--- config.mk ---
export PLATFORM = sky130hd
export DESIGN_NAME = seg7_to_hex
export DESIGN_NICKNAME = d
export VERILOG_FILES = /design/src/rtl/totient_pkg.sv /design/src/rtl/seg7_to_hex.sv
export SDC_FILE = /design/constraint.sdc
export NUM_CORES = 1
export LEC_CHECK = 0
export BUFFER_PORTS_ARGS = -buffer_cell sky130_fd_sc_hd__buf_2
export CELL_PAD_IN_SITES_DETAIL_PLACEMENT = 1
export CELL_PAD_IN_SITES_GLOBAL_PLACEMENT = 2
export CORE_AREA = 4 4 42 44
export DETAILED_ROUTE_END_ITERATION = 16
export DIE_AREA = 0 0 46 48
export GPL_TIMING_DRIVEN = 1
export PLACE_DENSITY_LB_ADDON = 0.08
export SYNTH_ARGS = -nofsm -noshare
export SYNTH_HDL_FRONTEND = slang
export SYNTH_SLANG_ARGS = --single-unit
--- constraint.sdc ---
create_clock -name vclk -period 1.05
set_input_delay 0 -clock vclk [all_inputs]
set_output_delay 0 -clock vclk [all_outputs]
set_load 0.02 [all_outputs]
--- src/rtl/totient_pkg.sv ---
// Shared constants for the totient seven-segment stream: glyphs, phi table, tracker states.
package totient_pkg;

    // Segment glyphs, bit order {A,B,C,D,E,F,G}, active-high
    localparam logic [6:0] SEG_0 = 7'b1111110;
    localparam logic [6:0] SEG_1 = 7'b0110000;
    localparam logic [6:0] SEG_2 = 7'b1101101;
    localparam logic [6:0] SEG_3 = 7'b1111001;
    localparam logic [6:0] SEG_4 = 7'b0110011;
    localparam logic [6:0] SEG_5 = 7'b1011011;
    localparam logic [6:0] SEG_6 = 7'b1011111;
    localparam logic [6:0] SEG_7 = 7'b1110000;
    localparam logic [6:0] SEG_8 = 7'b1111111;
    localparam logic [6:0] SEG_9 = 7'b1111011;
    localparam logic [6:0] SEG_A = 7'b1110111;
    localparam logic [6:0] SEG_B = 7'b0011111;
    localparam logic [6:0] SEG_C = 7'b1001110;
    localparam logic [6:0] SEG_D = 7'b0111101;
    localparam logic [6:0] SEG_E = 7'b1001111;
    localparam logic [6:0] SEG_F = 7'b1000111;

    // phi(n) for n = 1..16, stored at position n-1
    localparam logic [3:0] PHI_TABLE [16] = '{
        4'h1, 4'h1, 4'h2, 4'h2, 4'h4, 4'h2, 4'h6, 4'h4,
        4'h6, 4'h4, 4'hA, 4'h4, 4'hC, 4'h6, 4'h8, 4'h8
    };

    // Sequence position 1..16 sits one above the table slot
    localparam logic [4:0] IDX_FIRST = 5'd1;
    localparam logic [4:0] IDX_LAST  = 5'd16;

    typedef enum logic [1:0] {
        FWD = 2'd0,
        TOP = 2'd1,
        REV = 2'd2,
        BOT = 2'd3
    } state_t;

    // Expected digit for sequence position n (1..16)
    function automatic logic [3:0] phi_of(input logic [4:0] n);
        return PHI_TABLE[4'(n - 5'd1)];
    endfunction

endpackage

--- src/rtl/seg7_to_hex.sv ---
// Combinational seven-segment to hex decoder with illegal-glyph flag.
module seg7_to_hex
    import totient_pkg::*;
#(
    parameter bit SEG_ACTIVE_LOW = 1'b0
) (
    input  logic [6:0] seg,
    output logic [3:0] hex,
    output logic       invalid
);

    logic [6:0] seg_fix;

    // Common-anode displays drive a lit segment low, so flip to active-high first
    assign seg_fix = SEG_ACTIVE_LOW ? ~seg : seg;

    // Map each legal glyph back to its value; anything else decodes as 0 and is flagged
    always_comb begin
        // NOTE: every output gets a default before the case so no path leaves it unassigned (no latch).
        hex     = 4'h0;
        invalid = 1'b0;
        case (seg_fix)
            SEG_0:   hex = 4'h0;
            SEG_1:   hex = 4'h1;
            SEG_2:   hex = 4'h2;
            SEG_3:   hex = 4'h3;
            SEG_4:   hex = 4'h4;
            SEG_5:   hex = 4'h5;
            SEG_6:   hex = 4'h6;
            SEG_7:   hex = 4'h7;
            SEG_8:   hex = 4'h8;
            SEG_9:   hex = 4'h9;
            SEG_A:   hex = 4'hA;
            SEG_B:   hex = 4'hB;
            SEG_C:   hex = 4'hC;
            SEG_D:   hex = 4'hD;
            SEG_E:   hex = 4'hE;
            SEG_F:   hex = 4'hF;
            default: invalid = 1'b1;
        endcase
    end

endmodule

==> flow_summary.json, run 1 <==
{
  "rows": 14,
  "dp.cells": 95,
  "synthTopCellsByArea": "nand2_1 9.1%, buf_6 8.2%, nor4b_4 5.8%, buf_4 5.5%, nor2_1 5.5%",
  "drc": 0,
  "grt.overflow.total": 0,
  "crit_fanout": 6,
  "syn_inst": 57,
  "die_y_um": 48,
  "vias": 513,
  "yosysWarningCount": 0,
  "grt_use_met2": 0.214,
  "final_max_slew_viol_count": 0,
  "path_cells": "buf_12, or2_4, o32ai_4, a22oi_2, nor4b_4, buf_4",
  "cp-end-kind": "primary output",
  "drive_gt1_frac": 0.642,
  "synth.distinct_cells": 31,
  "peakVddDrop_uv": 180,
  "hold_violations": 0,
  "via_per_inst": 5.29,
  "die_width_um": 46,
  "cellLeakagePower_nw": 0.331,
  "num-nets-final": 90,
  "slowest_stage": "or2_4",
  "fin_crit_ns": 1.03,
  "outcome": "completed",
  "holdWs_ns": 0.429,
  "grt_max_degree": 12,
  "hold_path.class": "input port to primary output",
  "cts_hold_buf": 0,
  "fp.coreArea_um2": 1440,
  "period_share": 0.981,
  "final_common_cell": "buf_4",
  "gp_congestion": 0.721,
  "avgSynthCellArea_um2": 7.20,
  "wl_per_cell_um": 14.9,
  "yosysTopAreaCell": "nand2_1",
  "cp.required_ns": 1.05,
  "fin_cells": 97,
  "max_slew.worst_pin.slew_ns": 0.264,
  "first_iter_violations": 1,
  "power_mw": 0.278,
  "grt_usage": 0.123,
  "ys_seq_area_frac": 0,
  "worstPathArrival_ns": 1.03,
  "crit_type": "input port to primary output",
  "start_util": 0.286,
  "n_clock_buffer": 0,
  "postRouteAntennaNets": 0,
  "portBuffers": 12,
  "p_per_area_nw_per_um2": 373,
  "syn-cell-area_um2": 410,
  "first_global_vias": 448,
  "slew_headroom": 0.823,
  "layout_setup_ws_ns": 0.0200,
  "post-route-util": 0.519,
  "synth_top_cell_area_share": 0.0915,
  "grt-busiest-layer": "met2",
  "antenna_found_initial": 0,
  "rsz0062_at_grt": "yes",
  "area_growth_pct": 81.7,
  "grt_pass1_wl_um": 2060,
  "routed_wl_um": 1450,
  "hpwlAfterDp_um": 1020,
  "regArea_um2": 0,
  "drv_cap": 0,
  "setup_violations": 0,
  "n_antenna_cell": 0,
  "timing.fmax_ghz": 0.971,
  "drt_pre_antenna_iters": 4,
  "cp_slowest_stage_delay_ns": 0.25,
  "final_cell_mix": "19 x buf_4, 8 x nand2_1, 8 x buf_6",
  "seq_cells": 0,
  "dpl_worst_slack_ns": -0.102,
  "grtUsageMet3": 0.00376,
  "grt.met1_usage": 0.176,
  "synth_nets": 64,
  "design.die.area_um2": 2210,
  "pin_count": 12,
  "critPathLaunchType": "input port"
}
[cells by family after synthesis]
group / Yosys count / synth area share
buffers and inverters: 10 / 0.177
AND/OR/NAND/NOR: 30 / 0.457
XOR/XNOR: 1 / 0.0213
AO/OA/AOI/OAI: 15 / 0.317
multiplexers: 1 / 0.0274
[cell usage after synthesis (all sizes together), types with 2 or more instances]
library cell / n
a211oi: 2
a31oi: 2
buf: 7
inv: 3
nand2: 10
nand3: 4
nor2: 6
nor4b: 2
o22ai: 2
or2: 2
[area by class of cell]
| class | instances | area, µm² |
|---|---|---|
| fill | 170 | 691 |
| inverter | 3 | 11.3 |
| multi-input combinational | 47 | 422 |
| tap | 16 | 20.0 |
| timing repair buffer | 31 | 293 |
[power breakdown]
part           leakage [nW]  total, mW  internal [mW]  switching [mW]
Combinational         0.331      0.278          0.148           0.130
Clock                     0          0              0               0
Sequential                0          0              0               0
[metal layers]
metal	up-vias	wire (µm)
li1	255	-
met1	249	624
met2	9	777
met3	0	44
met4	0	0
met5	-	0
[critical path: cells and delay by family]
| kind | cells | cell delay, ns |
|---|---|---|
| simple gates | 2 | 0.39 |
| buf+inv | 2 | 0.27 |
| compound gates | 2 | 0.37 |
[final timing paths]
| kind | slack (ns) | end | depth (start not counted) | from |
|---|---|---|---|---|
| worst max-delay path | 0.02 | invalid | 6 | seg[1] |
| worst min-delay path | 0.43 | hex[0] | 4 | seg[1] |
[what timing repair did]
item / in CTS / in global routing
setup endpoints to repair: 3 / 5
pin swaps: 5 / 8
resized for setup: 16 / 31
setup buffers: 2 / 1
[metrics by stage]
| step | area, µm² | TNS, ns |
|---|---|---|
| 2_1_floorplan | 410 | 0 |
| 3_3_place_gp | 557 | -0.172 |
| 3_5_place_dp | 557 | -0.184 |
| 4_1_cts | 629 | -0.0724 |
| 5_1_grt | 746 | -0.113 |
| 6_report | 746 | 0 |
(Power assumes the default switching activity.)
==> run 2: changes to the inputs <==
- CELL_PAD_IN_SITES_GLOBAL_PLACEMENT: 2 -> 1
- CORE_AREA: 4 4 42 44 -> 10 10 47 49
- DIE_AREA: 0 0 46 48 -> 0 0 57 59
==> run 2 against run 1 <==
  * Non-clock buffer count shrank 1
  * Fmax is 1.7% lower
  * First-iteration DRC count stayed put
  * Via count decreased by 2.3%
  * Worst setup slack got worse by 0.017 ns
  * Core utilization is 0.49 points lower
  * Clock-buffer cell count unchanged
  * Routed wire length increased by 3.0%
  * Sequential share of layout area unchanged
  * Combinational power fell by 5%
==> flow_summary.json, run 2 (synthesis gave the netlist of run 1 again) <==
{
  "outcome": "completed",
  "post-route-util": 0.514,
  "gp_congestion": 0.784,
  "fin_cells": 96,
  "grt_usage": 0.0774,
  "crit_fanout": 7,
  "hpwlAfterDp_um": 1100,
  "grt_pass1_wl_um": 2290,
  "period_share": 0.997,
  "fp.coreArea_um2": 1400,
  "max_slew.worst_pin.slew_ns": 0.294,
  "fillers": 170,
  "drc": 0,
  "cp_slowest_stage_delay_ns": 0.27,
  "antenna_found_initial": 0,
  "hold_start": "seg[5]",
  "first_global_vias": 486,
  "drt_pre_antenna_iters": 2,
  "switching_power_mw": 0.125,
  "wl_per_cell_um": 15.5,
  "portBuffers": 12,
  "p_comb_frac": 1.000,
  "start_util": 0.293,
  "final_cell_mix": "20 x buf_4, 7 x nand2_1, 6 x buf_6",
  "first_iter_violations": 1,
  "p_int_mw": 0.139,
  "n_clock_buffer": 0,
  "crit_end": "hex[3]",
  "cp-end-kind": "primary output",
  "rows": 14,
  "p_sw_frac": 0.473,
  "final_max_slew_viol_count": 0,
  "design.die.area_um2": 3360,
  "peakVddDrop_uv": 169,
  "timing.fmax_ghz": 0.955,
  "critPathLaunchType": "input port",
  "n_antenna_cell": 0,
  "die_y_um": 59,
  "pwr-share-seq": 0,
  "crit_start": "seg[6]",
  "grt_max_degree": 11,
  "postRouteAntennaNets": 0,
  "hold_violations": 0,
  "rsz0062_at_grt": "yes",
  "worstPathArrival_ns": 1.05,
  "via_per_inst": 5.22,
  "dp.cells": 93,
  "seq_cells": 0,
  "vias": 501,
  "regArea_um2": 0,
  "drv_cap": 0,
  "final_common_cell": "buf_4",
  "cts_hold_buf": 0,
  "cellLeakagePower_nw": 0.330,
  "pin_count": 12,
  "clkPwrFrac": 0,
  "cp.required_ns": 1.05,
  "crit_type": "input port to primary output",
  "num-nets-final": 89,
  "slew_headroom": 0.803,
  "p_per_area_nw_per_um2": 366,
  "grt.overflow.total": 0,
  "hold_path.class": "input port to primary output",
  "slowest_stage": "o32ai_2",
  "fin_crit_ns": 1.05,
  "drive_gt1_frac": 0.638,
  "setup_violations": 0,
  "path_cells": "buf_12, or2_1, o32ai_2, a22oi_2, buf_4, inv_1, buf_6",
  "area_growth_pct": 75.6,
  "routed_wl_um": 1490,
  "die_width_um": 57
}
[run 2: through the flow]
stage               worst slack, ns  hold slack (ns)  cell area [µm²]  total power [mW]  TNS (ns)
floorplan                    0.0882            0.315              410             0.131         0
detailed placement          -0.0975            0.478              542             0.197   -0.0975
global placement            -0.0862            0.468              542             0.195    -0.103
global route                -0.0818            0.501              721             0.286    -0.118
CTS                         -0.0324            0.479              596             0.217   -0.0324
finish                      0.00265            0.458              721             0.264         0
[run 2: worst max-delay path, delay by kind of cell]
family / cells / cell delay, ns
AO/OA/AOI/OAI: 2 / 0.40
buffers and inverters: 4 / 0.41
AND/OR/NAND/NOR: 1 / 0.23
[run 2: what timing repair did]
action                     in CTS  in global routing
pin swaps                       3                  8
gates resized for setup        11                 34
setup endpoints to repair       2                  4
buffers inserted                2                  1
[run 2: worst min-delay path by stage]
| stage | endpoint | slack [ns] | cells past startpoint |
|---|---|---|---|
| 2_1_floorplan | hex[0] | 0.31 | 3 |
| 3_5_place_dp | hex[0] | 0.48 | 4 |
| 4_1_cts | hex[0] | 0.48 | 4 |
| 5_1_grt | hex[0] | 0.50 | 4 |
| 3_3_place_gp | hex[0] | 0.47 | 4 |
| 6_report | hex[0] | 0.46 | 4 |
[run 2: routing by layer]
metal	GRT usage	vias to the layer above	wire length, µm
met2	0.130	7	760
met4	0	0	0
met1	0.106	241	660
li1	-	253	-
met3	0.0129	0	67
met5	0	-	0
[run 2: power by group through the flow]
| stage | clock network, mW | registers (mW) | logic, mW |
|---|---|---|---|
| floorplan | 0 | 0 | 0.131 |
| global placement | 0 | 0 | 0.195 |
| detailed placement | 0 | 0 | 0.197 |
| CTS | 0 | 0 | 0.217 |
| global route | 0 | 0 | 0.286 |
| finish | 0 | 0 | 0.264 |
[run 2: final cells by class]
class	instances	area, µm²	area share
Multi-Input combinational cell	47	412	0.571
Tap cell	16	20.0	0.0278
Timing Repair Buffer	30	278	0.385
Inverter	3	11.3	0.0156
